[src/rtl/audio_pkg.sv]
// Shared definitions for the serial-audio receive path: framing mode and
// counter-width helpers.
package audio_pkg;

  typedef enum logic {
    AUDIO_MODE_LJ  = 1'b0,
    AUDIO_MODE_I2S = 1'b1
  } audio_mode_e;

  localparam int unsigned AUDIO_MAX_CHANNELS = 8;
  localparam int unsigned AUDIO_MAX_SLOT_CW  = $clog2(AUDIO_MAX_CHANNELS);

  // Counter width able to hold 0..n-1; never narrower than one bit.
  function automatic int unsigned cnt_w(input int unsigned n);
    return (n > 1) ? $clog2(n) : 1;
  endfunction

endpackage

[src/rtl/audio_clk_gen.sv]
// SCK-domain timing generator: BCK/LRCK as registered outputs plus the
// bit/slot position and single-cycle strobes used by the receiver.
module audio_clk_gen
  import audio_pkg::*;
#(
  parameter int unsigned SLOT_W      = 24,
  parameter int unsigned CHANNELS    = 2,
  parameter int unsigned SCK_PER_BCK = 8,
  localparam int unsigned BIT_W      = cnt_w(SLOT_W),
  localparam int unsigned SLOT_CW    = cnt_w(CHANNELS)
) (
  input  logic               i_sck,
  input  logic               i_rst,
  input  logic               i_en,
  output logic [BIT_W-1:0]   o_bit_cnt,
  output logic [SLOT_CW-1:0] o_slot_cnt,
  output logic               o_bck,
  output logic               o_lrck,
  output logic               o_cap_en,
  output logic               o_slot_start,
  output logic               o_frame_end
);

  localparam int unsigned SCK_W = cnt_w(SCK_PER_BCK);
  localparam int unsigned HALF  = SCK_PER_BCK / 2;

  if (SCK_PER_BCK < 4 || (SCK_PER_BCK % 2) != 0) begin : g_bad_div
    $error("SCK_PER_BCK must be even and at least 4");
  end

  logic [SCK_W-1:0]   r_sck_cnt;
  logic [SCK_W-1:0]   w_sck_nxt;
  logic [BIT_W-1:0]   r_bit_cnt;
  logic [BIT_W-1:0]   w_bit_nxt;
  logic [SLOT_CW-1:0] r_slot_cnt;
  logic [SLOT_CW-1:0] w_slot_nxt;
  logic               w_sck_wrap;
  logic               w_bit_wrap;
  logic               w_slot_wrap;
  logic               w_cap;
  logic               r_bck;
  logic               r_lrck;

  always_comb begin
    w_sck_wrap  = (r_sck_cnt == SCK_W'(SCK_PER_BCK - 1));
    w_bit_wrap  = (r_bit_cnt == BIT_W'(SLOT_W - 1));
    w_slot_wrap = (r_slot_cnt == SLOT_CW'(CHANNELS - 1));
    w_sck_nxt   = w_sck_wrap ? '0 : r_sck_cnt + 1'b1;
    w_bit_nxt   = r_bit_cnt;
    if (w_sck_wrap) begin
      w_bit_nxt = w_bit_wrap ? '0 : r_bit_cnt + 1'b1;
    end
    w_slot_nxt  = r_slot_cnt;
    if (w_sck_wrap && w_bit_wrap) begin
      w_slot_nxt = w_slot_wrap ? '0 : r_slot_cnt + 1'b1;
    end
  end

  // BCK/LRCK are decoded from the next counter values so they change on the
  // same SCK edge as the counters, not one cycle behind.
  always_ff @(posedge i_sck or posedge i_rst) begin
    if (i_rst) begin
      r_sck_cnt  <= '0;
      r_bit_cnt  <= '0;
      r_slot_cnt <= '0;
      r_bck      <= 1'b0;
      r_lrck     <= 1'b1;
    end else if (!i_en) begin
      r_sck_cnt  <= '0;
      r_bit_cnt  <= '0;
      r_slot_cnt <= '0;
      r_bck      <= 1'b0;
      r_lrck     <= 1'b1;
    end else begin
      r_sck_cnt  <= w_sck_nxt;
      r_bit_cnt  <= w_bit_nxt;
      r_slot_cnt <= w_slot_nxt;
      r_bck      <= (w_sck_nxt >= SCK_W'(HALF));
      r_lrck     <= (w_slot_nxt < SLOT_CW'(CHANNELS / 2));
    end
  end

  assign w_cap        = i_en && (r_sck_cnt == SCK_W'(HALF - 1));
  assign o_cap_en     = w_cap;
  assign o_slot_start = i_en && (r_sck_cnt == '0) && (r_bit_cnt == '0);
  assign o_frame_end  = w_cap && w_bit_wrap && w_slot_wrap;
  assign o_bit_cnt    = r_bit_cnt;
  assign o_slot_cnt   = r_slot_cnt;
  assign o_bck        = r_bck;
  assign o_lrck       = r_lrck;

endmodule

[src/rtl/i2s_rx_tdm.sv]
// TDM / I2S serial audio receiver: captures MSB-first slots into a shadow
// frame and hands complete frames out through a valid/ready holding register.
module i2s_rx_tdm
  import audio_pkg::*;
#(
  parameter int unsigned SAMPLE_W    = 24,
  parameter int unsigned SLOT_W      = 24,
  parameter int unsigned CHANNELS    = 2,
  parameter int unsigned SCK_PER_BCK = 8,
  parameter int unsigned MODE        = 0
) (
  input  logic                         SCK,
  input  logic                         begin_receive,
  input  logic                         rx_en,
  input  logic                         in,
  output logic                         BCK,
  output logic                         LRCK,
  output logic [CHANNELS*SAMPLE_W-1:0] frame_data,
  output logic                         frame_valid,
  input  logic                         frame_ready,
  output logic                         overrun,
  input  logic                         clr_overrun
);

  localparam audio_mode_e RX_MODE = (MODE == 0) ? AUDIO_MODE_LJ : AUDIO_MODE_I2S;
  localparam int          OFF     = (RX_MODE == AUDIO_MODE_I2S) ? 1 : 0;
  localparam int unsigned BIT_W   = cnt_w(SLOT_W);
  localparam int unsigned SLOT_CW = cnt_w(CHANNELS);
  localparam int unsigned FRAME_W = CHANNELS * SAMPLE_W;

  if (CHANNELS < 2 || CHANNELS > AUDIO_MAX_CHANNELS || (CHANNELS % 2) != 0) begin : g_bad_ch
    $error("CHANNELS must be even and within 2..%0d", AUDIO_MAX_CHANNELS);
  end
  if (MODE > 1 || SAMPLE_W < 2 || (SAMPLE_W + MODE) > SLOT_W) begin : g_bad_slot
    $error("sample window does not fit in the slot");
  end

  logic [BIT_W-1:0]    w_bit_cnt;
  logic [SLOT_CW-1:0]  w_slot_cnt;
  logic                w_cap_en;
  logic                w_slot_start;
  logic                w_frame_end;
  logic                w_in_win;
  logic                w_win_last;
  logic                w_commit;
  logic                w_accept;
  logic [SAMPLE_W-1:0] r_shift;
  logic [FRAME_W-1:0]  r_shadow;
  logic                r_commit;
  logic [FRAME_W-1:0]  r_frame_data;
  logic                r_frame_valid;
  logic                r_overrun;

  audio_clk_gen #(
    .SLOT_W      (SLOT_W),
    .CHANNELS    (CHANNELS),
    .SCK_PER_BCK (SCK_PER_BCK)
  ) u_clk_gen (
    .i_sck        (SCK),
    .i_rst        (begin_receive),
    .i_en         (rx_en),
    .o_bit_cnt    (w_bit_cnt),
    .o_slot_cnt   (w_slot_cnt),
    .o_bck        (BCK),
    .o_lrck       (LRCK),
    .o_cap_en     (w_cap_en),
    .o_slot_start (w_slot_start),
    .o_frame_end  (w_frame_end)
  );

  assign w_in_win   = (int'(w_bit_cnt) >= OFF) && (int'(w_bit_cnt) < OFF + int'(SAMPLE_W));
  assign w_win_last = (int'(w_bit_cnt) == OFF + int'(SAMPLE_W) - 1);
  assign w_commit   = r_commit && rx_en;
  assign w_accept   = r_frame_valid && frame_ready;

  // Bits are shifted in MSB-first and the completed word is written to its
  // shadow slot on the last window bit; equivalent to per-bit indexed writes.
  always_ff @(posedge SCK or posedge begin_receive) begin
    if (begin_receive) begin
      r_shift  <= '0;
      r_shadow <= '0;
      r_commit <= 1'b0;
    end else if (!rx_en) begin
      r_shift  <= '0;
      r_shadow <= '0;
      r_commit <= 1'b0;
    end else begin
      r_commit <= w_frame_end;
      if (w_slot_start) begin
        r_shift <= '0;
      end else if (w_cap_en && w_in_win) begin
        r_shift <= {r_shift[SAMPLE_W-2:0], in};
      end
      if (w_cap_en && w_win_last) begin
        r_shadow[int'(w_slot_cnt)*int'(SAMPLE_W) +: SAMPLE_W] <= {r_shift[SAMPLE_W-2:0], in};
      end
    end
  end

  always_ff @(posedge SCK or posedge begin_receive) begin
    if (begin_receive) begin
      r_frame_data  <= '0;
      r_frame_valid <= 1'b0;
      r_overrun     <= 1'b0;
    end else begin
      if (w_commit && (!r_frame_valid || frame_ready)) begin
        r_frame_data  <= r_shadow;
        r_frame_valid <= 1'b1;
      end else if (w_accept) begin
        r_frame_valid <= 1'b0;
      end
      if (w_commit && r_frame_valid && !frame_ready) begin
        r_overrun <= 1'b1;
      end else if (clr_overrun) begin
        r_overrun <= 1'b0;
      end
    end
  end

  assign frame_data  = r_frame_data;
  assign frame_valid = r_frame_valid;
  assign overrun     = r_overrun;

endmodule

[config.mk]
export PLATFORM = sky130hd
export DESIGN_NAME = i2s_rx_tdm
export DESIGN_NICKNAME = d
export VERILOG_FILES = /design/src/rtl/audio_pkg.sv /design/src/rtl/audio_clk_gen.sv /design/src/rtl/i2s_rx_tdm.sv
export SDC_FILE = /design/constraint.sdc
export NUM_CORES = 1
export LEC_CHECK = 0
export ABC_CLOCK_PERIOD_IN_PS = 5200
export BUFFER_PORTS_ARGS = -buffer_cell sky130_fd_sc_hd__buf_2
export CORE_MARGIN = 4
export CORE_UTILIZATION = 55
export CTS_BUF_LIST = sky130_fd_sc_hd__clkbuf_16
export DETAILED_ROUTE_END_ITERATION = 10
export GPL_ROUTABILITY_DRIVEN = 0
export PLACE_DENSITY = 0.76
export SYNTH_ARGS = -nofsm -noshare
export SYNTH_HDL_FRONTEND = slang
export SYNTH_SLANG_ARGS = --single-unit
[constraint.sdc]
create_clock -name SCK -period 5.2 [get_ports SCK]
set_clock_uncertainty 0.05 [all_clocks]
set_input_delay 1.04 -clock SCK [delete_from_list [all_inputs] [get_ports SCK]]
set_output_delay 1.04 -clock SCK [all_outputs]
set_load 0.05 [all_outputs]
==> results of run 1 <==
-- power groups by stage --
stage / logic, mW / registers [mW] / clock network, mW
5_1_grt: 0.0625 / 1.03 / 1.39
3_5_place_dp: 0.0561 / 1.05 / 0
4_1_cts: 0.0565 / 1.03 / 1.34
2_1_floorplan: 0.0383 / 1.05 / 0
3_3_place_gp: 0.0544 / 1.05 / 0
6_report: 0.0544 / 1.03 / 1.33
-- placed cells by master, fill, tap and decap left out, types with 2 or more instances in the layout --
master / Yosys / layout
nand2b_1: 3 / 3
a21oi_1: 24 / 24
nand3_1: 4 / 4
inv_1: 31 / 30
nand2_1: 99 / 99
buf_4: 3 / 5
a21boi_0: 2 / 2
clkinv_2: 0 / 3
mux2i_1: 49 / 49
and2_1: 2 / 2
buf_2: 4 / 57
dfrtp_1: 131 / 131
clkinv_4: 0 / 3
ha_1: 6 / 6
bufinv_16: 0 / 6
nor2b_1: 5 / 4
mux2_2: 48 / 48
clkinv_1: 0 / 2
clkbuf_16: 0 / 17
-- through the flow --
stage | util | area [um2]
floorplan | - | 5399
detailed placement | 0.6120 | 5762
CTS | 0.6823 | 6424
global route | 0.6823 | 6424
finish | 0.6823 | 6424
global placement | 0.6120 | 5762
-- cell families after synthesis --
group / after synthesis / synth area share
DFF: 132 / 0.6121
and+or+nand+nor: 121 / 0.09734
xor gates and xnor gates: 1 / 0.001623
adders and majority gates: 6 / 0.01390
muxes: 97 / 0.1910
buffers and inverters: 55 / 0.04820
AOI/OAI and AO/OA: 33 / 0.03592
-- flip-flops by register name, summed over array words and instances, names as in the netlist --
signal,flops
u_clk_gen.o_bck,1
overrun,1
u_clk_gen.o_lrck,1
frame_data,48
u_clk_gen.r_sck_cnt,2
frame_valid,1
r_shadow,48
u_clk_gen.o_slot_cnt,1
r_shift,23
r_commit,1
u_clk_gen.o_bit_cnt,5
-- worst max-delay path by stage --
| stage | startpoint | to | slack [ns] | cells past startpoint |
|---|---|---|---|---|
| 4_1_cts | rx_en | frame_data[16] | 2.61 | 5 |
| 3_5_place_dp | rx_en | frame_data[16] | 2.19 | 5 |
| 6_report | rx_en | frame_data[20] | 2.60 | 5 |
| 5_1_grt | rx_en | frame_data[16] | 2.50 | 5 |
| 2_1_floorplan | begin_receive | frame_data[0] | 0.59 | 1 |
| 3_3_place_gp | rx_en | frame_data[5] | 2.28 | 5 |
-- worst max-delay path: stages --
cell     delay (ns)
buf_2          0.42
nand2_1        0.27
nor2b_4        0.15
buf_4          0.52
mux2_2         0.41
-- area by class of cell --
type	count	area, um2
flip-flops and latches	132	3304
fillers	681	2992
multi-input cells	258	1854
clock buffers	17	425.4
repair buffers	62	322.8
clock inverters	15	236.5
well taps	129	161.4
inverters	31	118.9
-- layer usage --
| metal | track usage | up-vias | routed length, um |
|---|---|---|---|
| met1 | 0.2587 | 1734 | 4577 |
| met5 | 0 | - | 0 |
| met4 | 0.05936 | 0 | 116 |
| met3 | 0.05117 | 13 | 419 |
| li1 | - | 1582 | - |
| met2 | 0.3217 | 77 | 5215 |
==> impl_metrics.tcl, run 1 <==
set metrics [dict create \
    area_growth_pct 18.98 \
    grt_overflow 0 \
    worstMarginPinSlew_ns 1.034 \
    first_pass_iters 4 \
    vias 3406 \
    hpwl_um 6251 \
    r2r_start "u_clk_gen.r_sck_cnt[0]" \
    post-place-ws_ns 2.191 \
    syn-cell-area_um2 5399 \
    max_clock_freq_mhz 385.3 \
    yosys.area.top_type "dfrtp_1" \
    hold_end "u_clk_gen.r_sck_cnt[0]" \
    hold_slack_ns 0.4258 \
    cts_resized 0 \
    clockRootBuffer "clkbuf_16" \
    grt_pass1_vias 3617 \
    grt_usage 0.1966 \
    netlist_top_cells_count "dfrtp_1 (131), nand2_1 (99), mux2i_1 (49)" \
    rsz0062_at_grt "false" \
    yosys-top-cells-area "dfrtp_1 (61%), mux2_2 (10%), mux2i_1 (9.1%), nand2_1 (6.9%), a21oi_1 (2.2%)" \
    cts_buffer_depth 2 \
    total_power_mw 2.414 \
    io-pin-count 58 \
    syn_nets 457 \
    tritoncts "done" \
    power_frac_comb 0.023 \
    antenna_found_initial 0 \
    path_clk_slew_ns 0.06 \
    setup_tns_ns 0 \
    yosysUniqueCellTypes 32 \
    htreeDepth 4 \
    power.leakage_nw 3.063 \
    power_frac_seq 0.427 \
    fin_cells 644 \
    fin_crit_sh 0.4991 \
    cts_sinks 132 \
    r2r_setup_slack_ns 3.00 \
    antenna-diode-count 0 \
    detail_route.wl_per_cell_um 16.04 \
    r2r_end "r_shadow[38]" \
    crit_type "in2reg" \
    hold_class "reg2reg" \
    placedCellCount 612 \
    status "complete, no violations" \
    cp-start-kind "input port" \
    cp.arrival_ns 2.83 \
    yosysTopAreaCellShare 0.6072 \
    die_y_um 107.1 \
    synth_edf_count 0 \
    yosys_warnings 0 \
    ys.flop_type "dfrtp_1" \
    power.share.clock 0.550 \
    hold_viol 0 \
    cp_max_fo 48 \
    postCtsSetupBuffers 0 \
    slew_headroom 0.3090 \
    dieArea_um2 11470 \
    drt_iter0_drc 159 \
    cap_violations 0 \
    setup_viol_count_final 0 \
    cts_hold_buf 0 \
    intPower_mw 1.934 \
    initial_core_util 0.5734 \
    clock_latency_ns 0.41 \
    design.core.area_um2 9415 \
    synth_area_per_cell_um2 12.13 \
    cts_buffers 17 \
    routed_via_density 5.289 \
    worstHoldStart "u_clk_gen.r_sck_cnt[0]" \
    netlist_instances 445 \
    fin_nets 514 \
    grt_max_degree 50 \
    peakVddDrop_v 0.0002367 \
    port_buffers 57 \
    holdPathStages 1 \
    antenna_left 0 \
    wirelength_um 10330 \
    drive_above_1_share 0.2893 \
    synthArstFlopShare 1.000 \
    finalWorstSetupSlack_ns 2.605 \
    yosysSeqAreaShare 0.6121 \
    maxSlewViolCount 0 \
    reg2regPathDepth 5 \
    min_period_ns 2.595 \
    num_rows 35 \
    critPathCaptureType "register" \
    swShare 0.1989 \
    ys_ff_latch 132 \
    drc 0 \
    p_switching_mw 0.4803 \
    grt_pass1_wl_um 17760 \
    yosysMostFrequentCell "dfrtp_1" \
    power_density_nw_per_um2 375.8 \
    die_w_um 107.1 \
    worst_ep_required_time_ns 5.44 \
]
Note: power is estimated with default switching activity, not from simulation.
==> run 2: changes to the inputs <==
ABC_CLOCK_PERIOD_IN_PS = 2210   (was 5200)
CORE_UTILIZATION = 52   (was 55)
clock period = 2.21 ns   (was 5.2 ns; I/O delays follow)
==> run 2 against run 1 <==
Net effect:
- first-iteration DRC count shrank 14%
- critical path depth unchanged
- worst hold slack lost 0.27 ns
==> impl_metrics.tcl, run 2 (synthesis gave the netlist of run 1 again) <==
set metrics [dict create \
    finalWorstSetupSlack_ns 0.3666 \
    initial_core_util 0.5424 \
    cp-start-kind "register" \
    cts_buffers 17 \
    area_growth_pct 18.79 \
    crit_type "reg2reg" \
    htreeDepth 4 \
    intPower_mw 4.207 \
    power.leakage_nw 3.037 \
    antenna_found_initial 0 \
    first_pass_iters 4 \
    grt_overflow 0 \
    reg2regPathDepth 5 \
    r2r_start "u_clk_gen.o_bit_cnt[1]" \
    grt_pass1_vias 3550 \
    post_dp_cell_area_um2 5817 \
    r2r_setup_slack_ns 0.37 \
    hold_class "in2async" \
    drt_iter0_drc 137 \
    layout_common_cells "dfrtp_1 (131), nand2_1 (99), buf_2 (57)" \
    dieArea_um2 12080 \
    detail_route.wl_per_cell_um 15.34 \
    power.share.clock 0.521 \
    drive_above_1_share 0.2940 \
    max_clock_freq_mhz 542.5 \
    design.core.area_um2 9955 \
    cts_sinks 132 \
    setup_tns_ns 0 \
    antenna-diode-count 0 \
    post-place-ws_ns 0.2206 \
    fin_area_um2 6414 \
    power_frac_comb 0.025 \
    worst_ep_required_time_ns 2.48 \
    maxSlewViolCount 0 \
    placedCellCount 619 \
    grt_usage 0.1869 \
    cap_violations 0 \
    fin_crit_sh 0.8341 \
    cp.arrival_ns 2.11 \
    final_common_cell "dfrtp_1" \
    wirelength_um 9970 \
    clock_latency_ns 0.41 \
    clockRootBuffer "clkbuf_16" \
    tritoncts "done" \
    min_period_ns 1.843 \
    hold_viol 0 \
    peakVddDrop_v 0.0005729 \
    power_frac_seq 0.455 \
    cts_buffer_depth 2 \
    slew_headroom 0.5417 \
    setup_viol_count_final 0 \
    p_switching_mw 1.135 \
    cts_hold_buf 0 \
    grt_max_degree 133 \
    die_w_um 109.9 \
    io-pin-count 58 \
    critPathCaptureType "register" \
    vias 3373 \
    die_y_um 109.9 \
    antenna_left 0 \
    port_buffers 57 \
    worstMarginPinSlew_ns 0.6875 \
    fin_cells 650 \
    cp_max_fo 16 \
    swShare 0.2125 \
    path_clk_slew_ns 0.06 \
    rsz0062_at_grt "false" \
    num_rows 36 \
    r2r_end "r_shadow[10]" \
    grt_pass1_wl_um 17350 \
    routed_via_density 5.189 \
    postCtsSetupBuffers 0 \
    hpwl_um 6080 \
    crit_start "u_clk_gen.o_bit_cnt[1]" \
    fin_nets 517 \
    status "complete, no violations" \
    power_density_nw_per_um2 832.9 \
    drc 0 \
]
## run 2: how the worst max path moves through the flow
stage,end,slack (ns),cells after the start
4_1_cts,r_shift[15],0.11,5
3_5_place_dp,r_shift[15],0.22,5
6_report,r_shadow[10],0.37,5
2_1_floorplan,frame_data[0],0.08,1
5_1_grt,r_shift[18],0.23,5
3_3_place_gp,r_shift[19],0.40,5
## run 2: through the flow
| step | total power, mW | utilization | hold WS [ns] |
|---|---|---|---|
| floorplan | 2.564 | - | 0.3879 |
| global placement | 2.601 | 0.5843 | 0.3987 |
| detailed placement | 2.605 | 0.5843 | 0.4230 |
| CTS | 5.392 | 0.6435 | 0.1812 |
| global route | 5.517 | 0.6443 | 0.2010 |
| finish | 5.342 | 0.6443 | 0.1585 |
## run 2: what timing repair did
item / in CTS / in global routing
endpoints found under the setup margin: 0 / 6
gates resized for setup: 0 / 1
hold endpoints to repair: 0 / 0
## run 2: critical path, cell delays in order, from the launching register on
cell and delay (ns):
dfrtp_1 0.40, ha_1 0.25, and4b_4 0.28, and3_2 0.20, buf_4 0.30, mux2i_1 0.26
## run 2: cell type report
| class | count | area [um2] |
|---|---|---|
| Clock buffer | 17 | 425.4 |
| Clock inverter | 14 | 163.9 |
| Fill cell | 737 | 3541 |
| Inverter | 31 | 120.1 |
| Multi-Input combinational cell | 258 | 1863 |
| Sequential cell | 132 | 3304 |
| Tap cell | 133 | 166.4 |
| Timing Repair Buffer | 65 | 370.4 |
## run 2: layer usage
layer  global-route usage  share of wire
met1               0.2396           0.43
met2               0.3024           0.51
met3              0.04639          0.038
met4              0.08103          0.018
met5                    0              0
## run 2: power groups by stage
stage / clock [mW] / sequential (mW) / combinational [mW]
2_1_floorplan: 0 / 2.47 / 0.0906
3_3_place_gp: 0 / 2.47 / 0.132
3_5_place_dp: 0 / 2.47 / 0.135
4_1_cts: 2.83 / 2.43 / 0.136
5_1_grt: 2.94 / 2.43 / 0.152
6_report: 2.78 / 2.43 / 0.132
